### src/rtl/seven_seg_scanner.sv
// Multiplexed seven-segment driver. A loaded binary value is converted to BCD by
// a serial double-dabble FSM while the scanner keeps showing the last committed value.
module seven_seg_scanner #(
  parameter int NUM_DIGITS     = 2,
  parameter int VALUE_WIDTH    = 7,
  parameter int CLKS_PER_DIGIT = 25000,
  parameter int BLANK_LEADING  = 1
) (
  input  logic                   i_Clk,
  input  logic                   i_Rst,
  input  logic                   i_Load,
  input  logic [VALUE_WIDTH-1:0] i_Value,
  output logic [6:0]             o_Segment,
  output logic [NUM_DIGITS-1:0]  o_Digit_En,
  output logic                   o_Busy,
  output logic                   o_Overflow
);

  function automatic int unsigned pow10(input int n);
    int unsigned r;
    r = 1;
    for (int i = 0; i < n; i++) r = r * 10;
    return r;
  endfunction

  // Decimal digits needed for 2^VALUE_WIDTH-1 is ceil(VALUE_WIDTH*log10(2)).
  localparam int VAL_DIGITS = (VALUE_WIDTH * 30103 + 99999) / 100000;
  localparam int BCD_DIGITS = (VAL_DIGITS > NUM_DIGITS) ? VAL_DIGITS : NUM_DIGITS;
  localparam int BCD_W      = 4 * BCD_DIGITS;
  localparam int DISP_W     = 4 * NUM_DIGITS;
  localparam int BIT_W      = (VALUE_WIDTH > 1) ? $clog2(VALUE_WIDTH) : 1;
  localparam int CNT_W      = $clog2(CLKS_PER_DIGIT);
  localparam int IDX_W      = (NUM_DIGITS > 1) ? $clog2(NUM_DIGITS) : 1;
  localparam int unsigned LIMIT = pow10(NUM_DIGITS);

  localparam logic [6:0] SEG_BLANK = 7'b1111111;
  localparam logic [6:0] SEG_DASH  = 7'b0111111;

  function automatic logic [6:0] glyph(input logic [3:0] d);
    case (d)
      4'd0:    return 7'b1000000;
      4'd1:    return 7'b1111001;
      4'd2:    return 7'b0100100;
      4'd3:    return 7'b0110000;
      4'd4:    return 7'b0011001;
      4'd5:    return 7'b0010010;
      4'd6:    return 7'b0000010;
      4'd7:    return 7'b1111000;
      4'd8:    return 7'b0000000;
      4'd9:    return 7'b0010000;
      default: return SEG_BLANK;
    endcase
  endfunction

  typedef enum logic [1:0] {IDLE, SHIFT, COMMIT} state_t;

  state_t                 state;
  logic [VALUE_WIDTH-1:0] value_reg;
  logic [BCD_W-1:0]       bcd_reg;
  logic [BCD_W-1:0]       bcd_adj;
  logic [BCD_W-1:0]       bcd_next;
  logic [BIT_W-1:0]       bit_cnt;
  logic                   ovf_cap;
  logic                   busy_reg;
  logic [DISP_W-1:0]      disp_bcd;
  logic                   disp_ovf;

  logic [CNT_W-1:0]       scan_cnt;
  logic [IDX_W-1:0]       digit_idx;
  logic [6:0]             seg_reg;
  logic [NUM_DIGITS-1:0]  en_reg;
  logic [NUM_DIGITS-1:0]  lead_zero;
  logic [NUM_DIGITS-1:0]  blank;
  logic [3:0]             cur_nibble;
  logic [6:0]             seg_next;

  genvar gi;
  generate
    for (gi = 0; gi < BCD_DIGITS; gi++) begin : g_adj
      assign bcd_adj[4*gi +: 4] = (bcd_reg[4*gi +: 4] >= 4'd5) ?
                                  bcd_reg[4*gi +: 4] + 4'd3 : bcd_reg[4*gi +: 4];
    end
  endgenerate

  assign bcd_next = (bcd_adj << 1) | BCD_W'(value_reg[VALUE_WIDTH-1]);

  always_ff @(posedge i_Clk or posedge i_Rst) begin
    if (i_Rst) begin
      state     <= IDLE;
      value_reg <= '0;
      bcd_reg   <= '0;
      bit_cnt   <= '0;
      ovf_cap   <= 1'b0;
      busy_reg  <= 1'b0;
      disp_bcd  <= '0;
      disp_ovf  <= 1'b0;
    end else begin
      case (state)
        IDLE: begin
          if (i_Load) begin
            value_reg <= i_Value;
            bcd_reg   <= '0;
            bit_cnt   <= '0;
            ovf_cap   <= (32'(i_Value) >= LIMIT);
            busy_reg  <= 1'b1;
            state     <= SHIFT;
          end
        end
        SHIFT: begin
          bcd_reg   <= bcd_next;
          value_reg <= value_reg << 1;
          bit_cnt   <= bit_cnt + 1'b1;
          if (bit_cnt == BIT_W'(VALUE_WIDTH - 1)) state <= COMMIT;
        end
        COMMIT: begin
          disp_bcd <= bcd_reg[DISP_W-1:0];
          disp_ovf <= ovf_cap;
          busy_reg <= 1'b0;
          state    <= IDLE;
        end
        default: state <= IDLE;
      endcase
    end
  end

  // A digit is a leading zero when it and every higher displayed digit are zero.
  generate
    for (gi = 0; gi < NUM_DIGITS; gi++) begin : g_blank
      if (gi == NUM_DIGITS - 1) begin : g_top
        assign lead_zero[gi] = (disp_bcd[4*gi +: 4] == 4'd0);
      end else begin : g_low
        assign lead_zero[gi] = (disp_bcd[4*gi +: 4] == 4'd0) && lead_zero[gi+1];
      end
      assign blank[gi] = (BLANK_LEADING != 0) && (gi != 0) && lead_zero[gi];
    end
  endgenerate

  assign cur_nibble = disp_bcd[{digit_idx, 2'b00} +: 4];

  always_comb begin
    seg_next = glyph(cur_nibble);
    if (disp_ovf)              seg_next = SEG_DASH;
    else if (blank[digit_idx]) seg_next = SEG_BLANK;
  end

  always_ff @(posedge i_Clk or posedge i_Rst) begin
    if (i_Rst) begin
      scan_cnt  <= '0;
      digit_idx <= '0;
      seg_reg   <= SEG_BLANK;
      en_reg    <= '1;
    end else begin
      seg_reg <= seg_next;
      en_reg  <= ~(NUM_DIGITS'(1) << digit_idx);
      if (scan_cnt == CNT_W'(CLKS_PER_DIGIT - 1)) begin
        scan_cnt  <= '0;
        digit_idx <= (digit_idx == IDX_W'(NUM_DIGITS - 1)) ? '0 : digit_idx + 1'b1;
      end else begin
        scan_cnt <= scan_cnt + 1'b1;
      end
    end
  end

  assign o_Segment  = seg_reg;
  assign o_Digit_En = en_reg;
  assign o_Busy     = busy_reg;
  assign o_Overflow = disp_ovf;

endmodule
### config.mk
export PLATFORM = sky130hd
export DESIGN_NAME = seven_seg_scanner
export DESIGN_NICKNAME = d
export VERILOG_FILES = /design/src/rtl/seven_seg_scanner.sv
export SDC_FILE = /design/constraint.sdc
export NUM_CORES = 1
export LEC_CHECK = 0
export ABC_AREA = 1
export BUFFER_PORTS_ARGS = -buffer_cell sky130_fd_sc_hd__buf_2
export CAP_MARGIN = 0
export CORE_AREA = 2 2 84 86
export CTS_BUF_LIST = sky130_fd_sc_hd__clkbuf_2 sky130_fd_sc_hd__clkbuf_4 sky130_fd_sc_hd__clkbuf_8
export CTS_CLUSTER_SIZE = 20
export DETAILED_ROUTE_END_ITERATION = 8
export DIE_AREA = 0 0 86 88
export PLACE_DENSITY_LB_ADDON = 0.08
export SETUP_SLACK_MARGIN = 0.2
export SLEW_MARGIN = 20
export SYNTH_ARGS = -nofsm -noshare
export SYNTH_HDL_FRONTEND = slang
export SYNTH_SLANG_ARGS = --single-unit
### constraint.sdc
create_clock -name i_Clk -period 3.6 [get_ports i_Clk]
set_input_delay 0.72 -clock i_Clk [delete_from_list [all_inputs] [get_ports i_Clk]]
set_output_delay 0.72 -clock i_Clk [all_outputs]
set_load 0.01 [all_outputs]
After elaboration in Yosys (flattened, before gate mapping)
Memory sizes are Yosys's and may differ from the RTL's.
Index checks and enable logic that the tools add are counted.
{"block": "classes", "n_addsub": 6, "magnitude_cmp": 5, "n_eq_ne": 6, "n_shift": 2, "mux": 20, "n_bitwise": 2, "reduce_logical": 8}
{"operator": "12-bit case mux with 2 select lines", "n": 1}
{"operator": "7-bit two-way mux", "n": 3}
{"operator": "15-bit by 1-bit adder with 15-bit output (second input constant)", "n": 1}
{"operator": "15-bit == test (second input constant)", "n": 1}
{"operator": "15-bit two-way mux", "n": 1}
{"operator": "7-bit case mux with 2 select lines", "n": 1}
{"operator": "4-bit by 3-bit >= comparator with 1-bit output (second input constant)", "n": 3}
{"operator": "12-bit two-way mux", "n": 1}
{"operator": "12-bit by 1-bit bitwise OR with 12-bit output", "n": 1}
{"operator": "4-bit by 2-bit adder with 4-bit output (second input constant)", "n": 2}
{"operator": "4-bit two-way mux", "n": 2}
{"operator": "2-bit AND reduction", "n": 4}
{"operator": "8-bit by 4-bit indexed part select with 4-bit output", "n": 1}
{"operator": "7-bit >= comparator (second input constant)", "n": 1}
{"operator": "3-bit two-way mux", "n": 2}
{"operator": "3-bit case mux with 2 select lines", "n": 1}
{"operator": "4-bit zero test", "n": 1}
{"operator": "1-bit two-way mux", "n": 4}
{"operator": "2-bit two-way mux", "n": 2}
{"operator": "2-bit inequality test (second input constant)", "n": 2}
{"operator": "2-bit case mux with 2 select lines", "n": 1}
{"operator": "2-bit nonzero test", "n": 2}
{"operator": "3-bit by 1-bit adder with 3-bit output (second input constant)", "n": 1}
{"operator": "3-bit by 2-bit adder with 3-bit output (second input constant)", "n": 1}
{"operator": "9 further kinds", "n": 9}
{"block": "word_totals", "ff_bits": 60, "mem_bits_ro": 112, "input_bits": 10, "out_inout_bits": 11, "elab_cells": 62, "memories": 1}
{"name": "(name not given)", "words": 16, "width": 7, "read_ports": 1, "rd_clocked_by_memory_dff": 0, "write_ports": 0, "line": "40", "rtl": "case (d)"}

Longest topological paths before layout
Gate-level depths: netlist (run 1).
{"block": "depth", "ltp_word": 5, "depth_mapped": 9, "depth_no_buf": 9}

Worst setup path after synthesis (run 1)
OpenSTA, ideal clock, no wires.
{"block": "synth_path", "path_type": "register to register", "start": "reg digit_idx", "end": "reg seg_reg[5], in the netlist o_Segment[5]", "t_arrival_ns": 1.458, "required_ns": 3.507, "slack_ns": 2.049, "path_stages_with_launch": 9, "synth_period_minus_slack_ns": 1.551, "cell_sequence": "dfrtp_1 buf_4 o21ai_0 inv_1 ha_1 inv_1 nand2_1 nand3_1 nand4_1"}
{"block": "synth_between", "elab_chain_cells": 4}
{"element": "start: declaration", "line": "69", "rtl": "logic [IDX_W-1:0] digit_idx;"}
{"element": "start signal: assignment", "line": "157", "rtl": "digit_idx <= (digit_idx == IDX_W'(NUM_DIGITS - 1)) ? '0 : digit_idx + 1'b1;"}
{"element": "8-bit by 4-bit indexed part select with 4-bit output or 1-bit two-way mux (tied branches)", "line": "138, 143"}
{"element": "memory read 16 x 7 bit or 1-bit two-way mux (tied branches)"}
{"element": "7-bit two-way mux *", "line": "143", "rtl": "else if (blank[digit_idx]) seg_next = SEG_BLANK;"}
{"element": "7-bit two-way mux *", "line": "142", "rtl": "if (disp_ovf) seg_next = SEG_DASH;"}
{"element": "named net seg_next[5]", "line": "75", "rtl": "logic [6:0] seg_next;"}
{"element": "end signal: assignment", "line": "153", "rtl": "seg_reg <= seg_next;"}
{"element": "end: declaration", "line": "70", "rtl": "logic [6:0] seg_reg;"}
The timed path passes the listed nets; every way through them passes the cells marked *. The select of a mux whose other input is x is not followed.
A chain may end at the register's enable or synchronous reset.

Worst setup path after layout (run 1)
Ends and elaborated chain as after synthesis.

==> summary by stage, run 1 <==
Finish
The number of antenna diodes in the final layout is 0. In the final layout, the share of cells above drive strength 1 is 0.182. The final core utilization is 0.476. The area growth from synthesis to layout is 8.97%. The number of flip-flops under the largest register name is 15. The layout has ~660 filler cells. The net total in the final layout is 390.

Setup path
Setup slack on the worst reg-to-reg path comes out at approximately 1900 ps. The worst setup path is launched from a flop. STA classifies the critical path endpoint as a flop. The gate family responsible for the most delay along the worst path is flip-flops. The slowest stage of the critical path is the sky130_fd_sc_hd__dfrtp_1 cell. Counting cells, the worst reg-to-reg path comes to 7. The endpoint identified for the worst register-to-register timing path is o_Segment[5]. The delay of the slowest critical-path stage is around 500 ps. The buffering stage count on the worst path with inverters included is 2. The most numerous cell on the critical path is sky130_fd_sc_hd__inv_1. The required time of the critical path is ~3800 ps. Data on the critical path arrives at its endpoint at ~1900 ps. Walking the worst path, the cells encountered are o21ai_0, inv_1, ha_1, inv_1, nand2_1, nand3_1, nand4_1. The startpoint of the worst register-to-register path is digit_idx. Of all nets on the critical path, the largest fanout is 11.

The type of the worst setup path is reg -> reg.

Floorplan
The I/O pin count is 21. The placeable core region is 0.00664 mm². The cell row count is 30. The floorplan step defined a die boundary enclosing ~0.0076 mm². The die is ~86 µm wide.

The initial utilization of the core area, before any placement, comes to 0.437. The die extent in y is about 90 µm.

Drt
For this block, the routed nets add up to 5220 µm of wire. The pre-antenna-repair detailed-routing pass consisted of 4 iterations. The per-cell routed wire length is roughly 12 µm. Using the TritonRoute via totals, the vias-per-cell ratio works out to ~4.8. After detailed routing, the number of remaining DRC violations is 0. The number of routed nets with antenna violations is 0.

The detailed router placed approximately 2200 vias in this run. The count of routing violations after the opening detailed-route iteration is 114.

Timing
The number of slew-limit violations in the final report is 0. In this run the tightest slew margin relative to its limit is 0.642. At the pin with the least slew margin, the transition time is ~530 ps. The final worst-path cycle share is 0.471. After layout, the minimum clock period comes to between 1500 and 2000 ps. Setup repair after global routing left no endpoint under its margin.

Setup violations remaining at the end of the flow were counted as 0. The total negative setup slack is 0 ps. Based on the critical path, the design can be clocked at up to 589 MHz. The worst-case clock skew is 5.21 ps. The final number of hold-violating endpoints was 0.

Synthesis
The synthesis-stage register bit count is 56. Of the post-synthesis cell area, the dominant cell type holds 0.405. Synthesis produced a netlist whose cell count is 344.

Yosys attributes the largest share of cell area to sky130_fd_sc_hd__dfrtp_1, sky130_fd_sc_hd__nand2_1, sky130_fd_sc_hd__dfstp_2. The number of nets in the synthesized netlist is ~370. The most used flip-flop cell after synthesis is sky130_fd_sc_hd__dfrtp_1. The leading area contributor after synthesis is sky130_fd_sc_hd__dfrtp_1. The synthesized design contains 0 enable-type register cells. By count the netlist is led by sky130_fd_sc_hd__nand2_1, sky130_fd_sc_hd__inv_1, sky130_fd_sc_hd__dfrtp_1. Of the synthesized area, sequential elements account for 0.487.

The unique cell type count in the Yosys netlist is 28. A synthesized cell averages 8.44 µm². For this run, asynchronously set or reset flops after synthesis account for 1.00.

The synthesized cell area is 0.00290 mm². The most instantiated library cell after synthesis is sky130_fd_sc_hd__nand2_1. The Yosys warning count is 0.

Clock network
Gates resized during post-CTS repair numbered 0. The clock transition at the registers of the reported paths is around 90 ps. Clock tree synthesis found a total of 56 sinks. The clock root buffer is sky130_fd_sc_hd__clkbuf_8. The later pin in the worst-skew pair is clocked with a latency of around 310 ps. The number of clock buffers added by TritonCTS is 5. The TritonCTS clock tree is yes. The H-tree depth is 2. The post-CTS setup buffer count is 0. The maximum clock path buffer count is 2. The quantity of hold-fixing buffers added after cts is 0.

Global routing
The number of global-route vias before repair was slightly above 2000. The global-route congestion overflow total is 0. In the global route stage, overall resource usage came out at 0.154.

The largest net degree at the start of global routing is 40. The first global-routing pass estimated approximately 9200 µm of wire. The initial antenna violation count is 0.

Placed design
The post-detailed-placement half-perimeter wirelength is 3890 µm. At the end of routability-driven placement, the weighted congestion stood at 0.814. The number of input and output port buffers inserted is 20.

Hold path
The worst min-delay path category is in -> async.

Flow run
Across the run, the number of max-cap violations was 0.

Run status
The run finished with clean final reports.

Pwr
The total leakage power is 0.00159 µW. The power density over cell area is ~700 mW/mm². IR analysis of the VDD net gives a maximum drop of between 0.3 and 0.4 mV.
[where the power goes]
| group | internal (µW) | total, µW | switching [µW] | leakage [µW] |
|---|---|---|---|---|
| Sequential | 855 | 963 | 108 | 0.000687 |
| Combinational | 326 | 907 | 582 | 0.000849 |
| Clock | 173 | 368 | 195 | 0.0000523 |
| Total | 1350 | 2240 | 885 | 0.00159 |
[worst max path at each step]
| stage | end | cells after the start | slack (ps) | startpoint |
|---|---|---|---|---|
| 3_3_place_gp | o_Segment[5] | 7 | 1950 | digit_idx |
| 4_1_cts | o_Segment[5] | 7 | 1880 | digit_idx |
| 5_1_grt | o_Segment[3] | 7 | 1610 | digit_idx |
| 2_1_floorplan | bcd_reg[0] | 1 | 1520 | i_Rst |
| 6_report | o_Segment[5] | 7 | 1900 | digit_idx |
| 3_5_place_dp | o_Segment[5] | 7 | 1890 | digit_idx |
[metrics by stage]
stage,total power [µW],cells,setup slack [ps],instance area [µm²],hold WS (ps)
after CTS,2280,449,1880,3160,379
after floorplan,1710,344,1520,2900,356
final,2240,449,1900,3160,374
after detailed placement,1900,441,1890,3070,424
after global placement,1890,441,1950,3070,414
after global routing,2460,449,1610,3160,403
[cell families (layout without fill, tap and decap cells)]
group / count (synthesis) / count (layout) / synth area share
and+or+nand+nor: 160 / 160 / 0.245
buffers and inverters: 62 / 87 / 0.0922
DFF: 56 / 56 / 0.487
AOI/OAI and AO/OA: 46 / 46 / 0.100
adders and majority gates: 12 / 12 / 0.0517
xor gates and xnor gates: 8 / 8 / 0.0241
[layer usage]
| layer | global-route usage | share of wire |
|---|---|---|
| met5 | 0 | 0 |
| met4 | 0.0548 | 0.017 |
| met3 | 0.0339 | 0.034 |
| met2 | 0.261 | 0.47 |
| met1 | 0.195 | 0.48 |
[cell type report]
cell class	count	area [µm²]	area share
Timing Repair Buffer	21	108	0.0340
Sequential cell	56	1410	0.447
Multi-Input combinational cell	226	1220	0.386
Inverter	58	223	0.0704
Clock buffer	8	97.6	0.0309
Tap cell	80	100	0.0316
[cell usage in the layout (no fill, tap or decap), drive strengths merged]
cell / n
inv: 58
nor3: 3
dfstp: 9
o21ai: 36
a21oi: 4
nand2: 90
clkbuf: 8
buf: 21
a22oi: 1
nand4: 11
o22ai: 4
nor2: 34
ha: 12
xor2: 8
nand3: 22
dfrtp: 47
a31oi: 1
Power figures use the tool's default switching activity.
==> run 2, diff against run 1 <==
==> constraint.sdc (replaced) <==
create_clock -name i_Clk -period 1.5 [get_ports i_Clk]
set_input_delay 0.3 -clock i_Clk [delete_from_list [all_inputs] [get_ports i_Clk]]
set_output_delay 0.3 -clock i_Clk [all_outputs]
set_load 0.01 [all_outputs]
==> run 2 against run 1 <==
Critical path depth unchanged. Global-route usage is 1.3 points higher. First-iteration DRC count shrank 1.8%. Worst setup slack worse by 1700 ps. Design area increased by 14%. Final cell count is 4.5% higher. Clock power rose to 2.9 times the previous value. Total power grew to 2.9 times the previous value. Combinational power increased to 3.4 times the previous value.
==> summary by stage, run 2 (synthesis results as in run 1) <==
Run status
The flow ran to the end, and the final reports show no timing, DRC or antenna violations.

Setup path
The most numerous cell on the critical path is sky130_fd_sc_hd__inv_2. The arrival time reported for the critical path endpoint is 1580 ps (-340 ps). The nature of the critical path endpoint is a flop.

The type of the worst setup path is reg -> reg. The slowest stage of the critical path is the sky130_fd_sc_hd__dfrtp_2 cell. The capture point of the worst reg-to-reg path is o_Segment[3].

The startpoint of the worst register-to-register path is digit_idx. The depth of the worst register-to-register path is 7 (unchanged). The critical path starts at digit_idx.

The setup slack of the most critical reg-to-reg path is 150 ps (-1750 ps). The startpoint kind of the worst setup timing path is a flop. The maximum fanout count along the critical path came to 8 (-3).

The required time of the critical path is 1730 ps (-2100 ps). The critical path goes through o21ai_4, inv_2, ha_2, inv_2, nand2_2, nand3_2, nand4_1. The delay of the slowest critical-path stage was 500 ps (about the same).

Placed design
The post-detailed-placement half-perimeter wirelength is 3970 µm (+2.0%). The number of input and output port buffers inserted is 20 (unchanged). The placed instance area is 0.00316 mm² (+3.1%). The global placer's final weighted congestion came to 0.776 (-4.6%). The placed cell count is 447 (+1.4%).

Finish
The non-filler instance count after layout is 469 (+4.5%). The final instance area came to 0.00361 mm² (+14%). Compared with the post-synthesis result, the final layout area differs by 24.4%. The share of final-layout standard cells stronger than drive strength 1 was 0.350 (+0.168).

The library cell used most frequently in the layout, excluding fill and tap cells, is sky130_fd_sc_hd__nand2_1. Leaving out fill and tap cells, the most frequent cells in the layout are sky130_fd_sc_hd__nand2_1, sky130_fd_sc_hd__dfrtp_1, sky130_fd_sc_hd__inv_1. The number of flip-flops under the largest register name is 15 (unchanged). The fill cell total of the finished layout came to 645 (-2.7%). The net total in the final layout is 410 (+5.1%).

The antenna diode count is 0 (unchanged).

Floorplan
The horizontal die dimension is 86 µm (unchanged). The placeable core region is 0.00664 mm² (unchanged). The die extent in y was 88 µm (unchanged).

The die outline area came to 0.00757 mm² (unchanged). The I/O pin count is 21 (unchanged). The effective utilization at floorplan came to 0.437 (unchanged). The cell row count is 30 (unchanged).

Timing
The final worst-path cycle share is 0.897 (+0.426). The final number of hold-violating endpoints came to 0 (unchanged). The total negative setup slack is 0 ps (unchanged).

The slew at the pin with the worst max-slew slack was 308 ps (-224 ps). The total of endpoints with negative setup slack in the final report came to 0 (unchanged). The maximum clock rate came to 743 MHz (+26%). The worst-case headroom to the max-slew limit is 0.795 (+0.153). Setup repair after global routing could not meet its margin everywhere. The number of slew-limit violations in the final report is 0 (unchanged). The worst hold margin is 33.4 ps (-341 ps). The worst-case clock skew was 5.11 ps (-0.105 ps).

The final period demand of the worst path came to 1350 ps (-351 ps).

Drt
The number of vias per cell after detailed routing is 4.84 (about the same). The total number of vias was 2271 (+4.6%). The number of routed nets with antenna violations is 0 (unchanged). The detailed-route wire length on metal 1 was 2830 µm (+13%). The number of iterations in the first detailed-routing pass is 5 (+1). The count of routing violations after the opening detailed-route iteration is 112 (-1.8%). The total routed wirelength was 5990 µm (+15%). The residual DRC count is 0 (unchanged). The per-cell routed wire length is 12.8 µm (+10%). The routed wire length on met3 is 152 µm (-14%). The detailed route wirelength on metal2 is 2940 µm (+20%). Routed signal wires occupy layers up through met4.

Pwr
The total leakage power is 0.00174 µW (+9.2%). The post-layout total power is 6510 µW (+190%). The maximum VDD drop came to 0.779 mV (+150%). The power density over cell area is 1800 mW/mm² (+150%).

Clock network
The clock transition at the registers of the reported paths is 100 ps (about the same). The clock latency on the worst-skew pair was 310 ps (about the same). TritonCTS built the clock tree. The H-tree depth was 2 (unchanged). The clock root buffer is sky130_fd_sc_hd__clkbuf_8. The CTS buffer count was 5 (unchanged). The maximum clock path buffer count is 2 (unchanged). The clock sink total is 56 (unchanged). The quantity of hold-fixing buffers added after cts is 0 (unchanged).

Global routing
The largest net degree at the start of global routing is 57 (+43%). The global-route congestion overflow total is 0 (unchanged). The global-route total usage across every layer was 0.167 (+0.0131). The initial antenna violation count is 0 (unchanged).

The wire length of the first global-routing pass is 10000 µm (+8.7%). The number of global-route vias before repair came to 2246 (+9.8%).

Hold path
The worst hold path belongs to the class in -> async.

Flow run
The count of maximum capacitance violations came to 0 (unchanged).
-- run 2: cell types whose count changed in the layout (fill, tap and decap cells not counted), sizes merged --
cell,previous run,this run
bufinv,0,1
clkbuf,8,7
clkinvlp,0,1
buf,21,41
inv,58,57
-- run 2: routing by layer --
| metal | GRT usage | up-vias |
|---|---|---|
| met4 | 0.0505 | 0 |
| li1 | - | 1175 |
| met3 | 0.0349 | 6 |
| met2 | 0.287 | 30 |
| met1 | 0.213 | 1060 |
| met5 | 0 | - |
-- run 2: stage by stage --
stage,setup WS [ps],utilization
2_1_floorplan,205,-
3_3_place_gp,67.1,0.476
3_5_place_dp,19.9,0.476
4_1_cts,186,0.509
5_1_grt,86.6,0.544
6_report,154,0.544
-- run 2: where the power goes --
group | switching (µW) | internal [µW]
clock network | 495 | 590
registers | 287 | 2060
logic | 1780 | 1310
total | 2560 | 3950
-- run 2: worst max-delay path, delay by kind of cell, from the launching register on --
kind                       cells  cell delay (ps)
DFF                            1              500
and+or+nand+nor                3              200
adders and majority gates      1              190
buffers and inverters          2              140
AOI/OAI and AO/OA              1              230
-- run 2: cell type report --
cell class              count  area [µm²]  share of cell area
clock buffers               7        96.3              0.0267
clock inverters             1        30.0             0.00831
inverters                  58         231              0.0641
multi-input cells         226        1440               0.400
flip-flops and latches     56        1420               0.392
well taps                  80         100              0.0277
repair buffers             41         294              0.0814
-- run 2: repair_timing --
item / CTS / global route
pin swaps: 9 / 16
buffers inserted: 4 / 10
resized for setup: 23 / 44
endpoints found under the setup margin: 18 / 32
-- run 2: worst max path at each step --
stage                   end  depth (start not counted)
3_3_place_gp   o_Segment[3]                          7
4_1_cts        o_Segment[5]                          7
5_1_grt        o_Segment[5]                          7
2_1_floorplan  o_Segment[3]                          7
6_report       o_Segment[3]                          7
3_5_place_dp   o_Segment[3]                          7
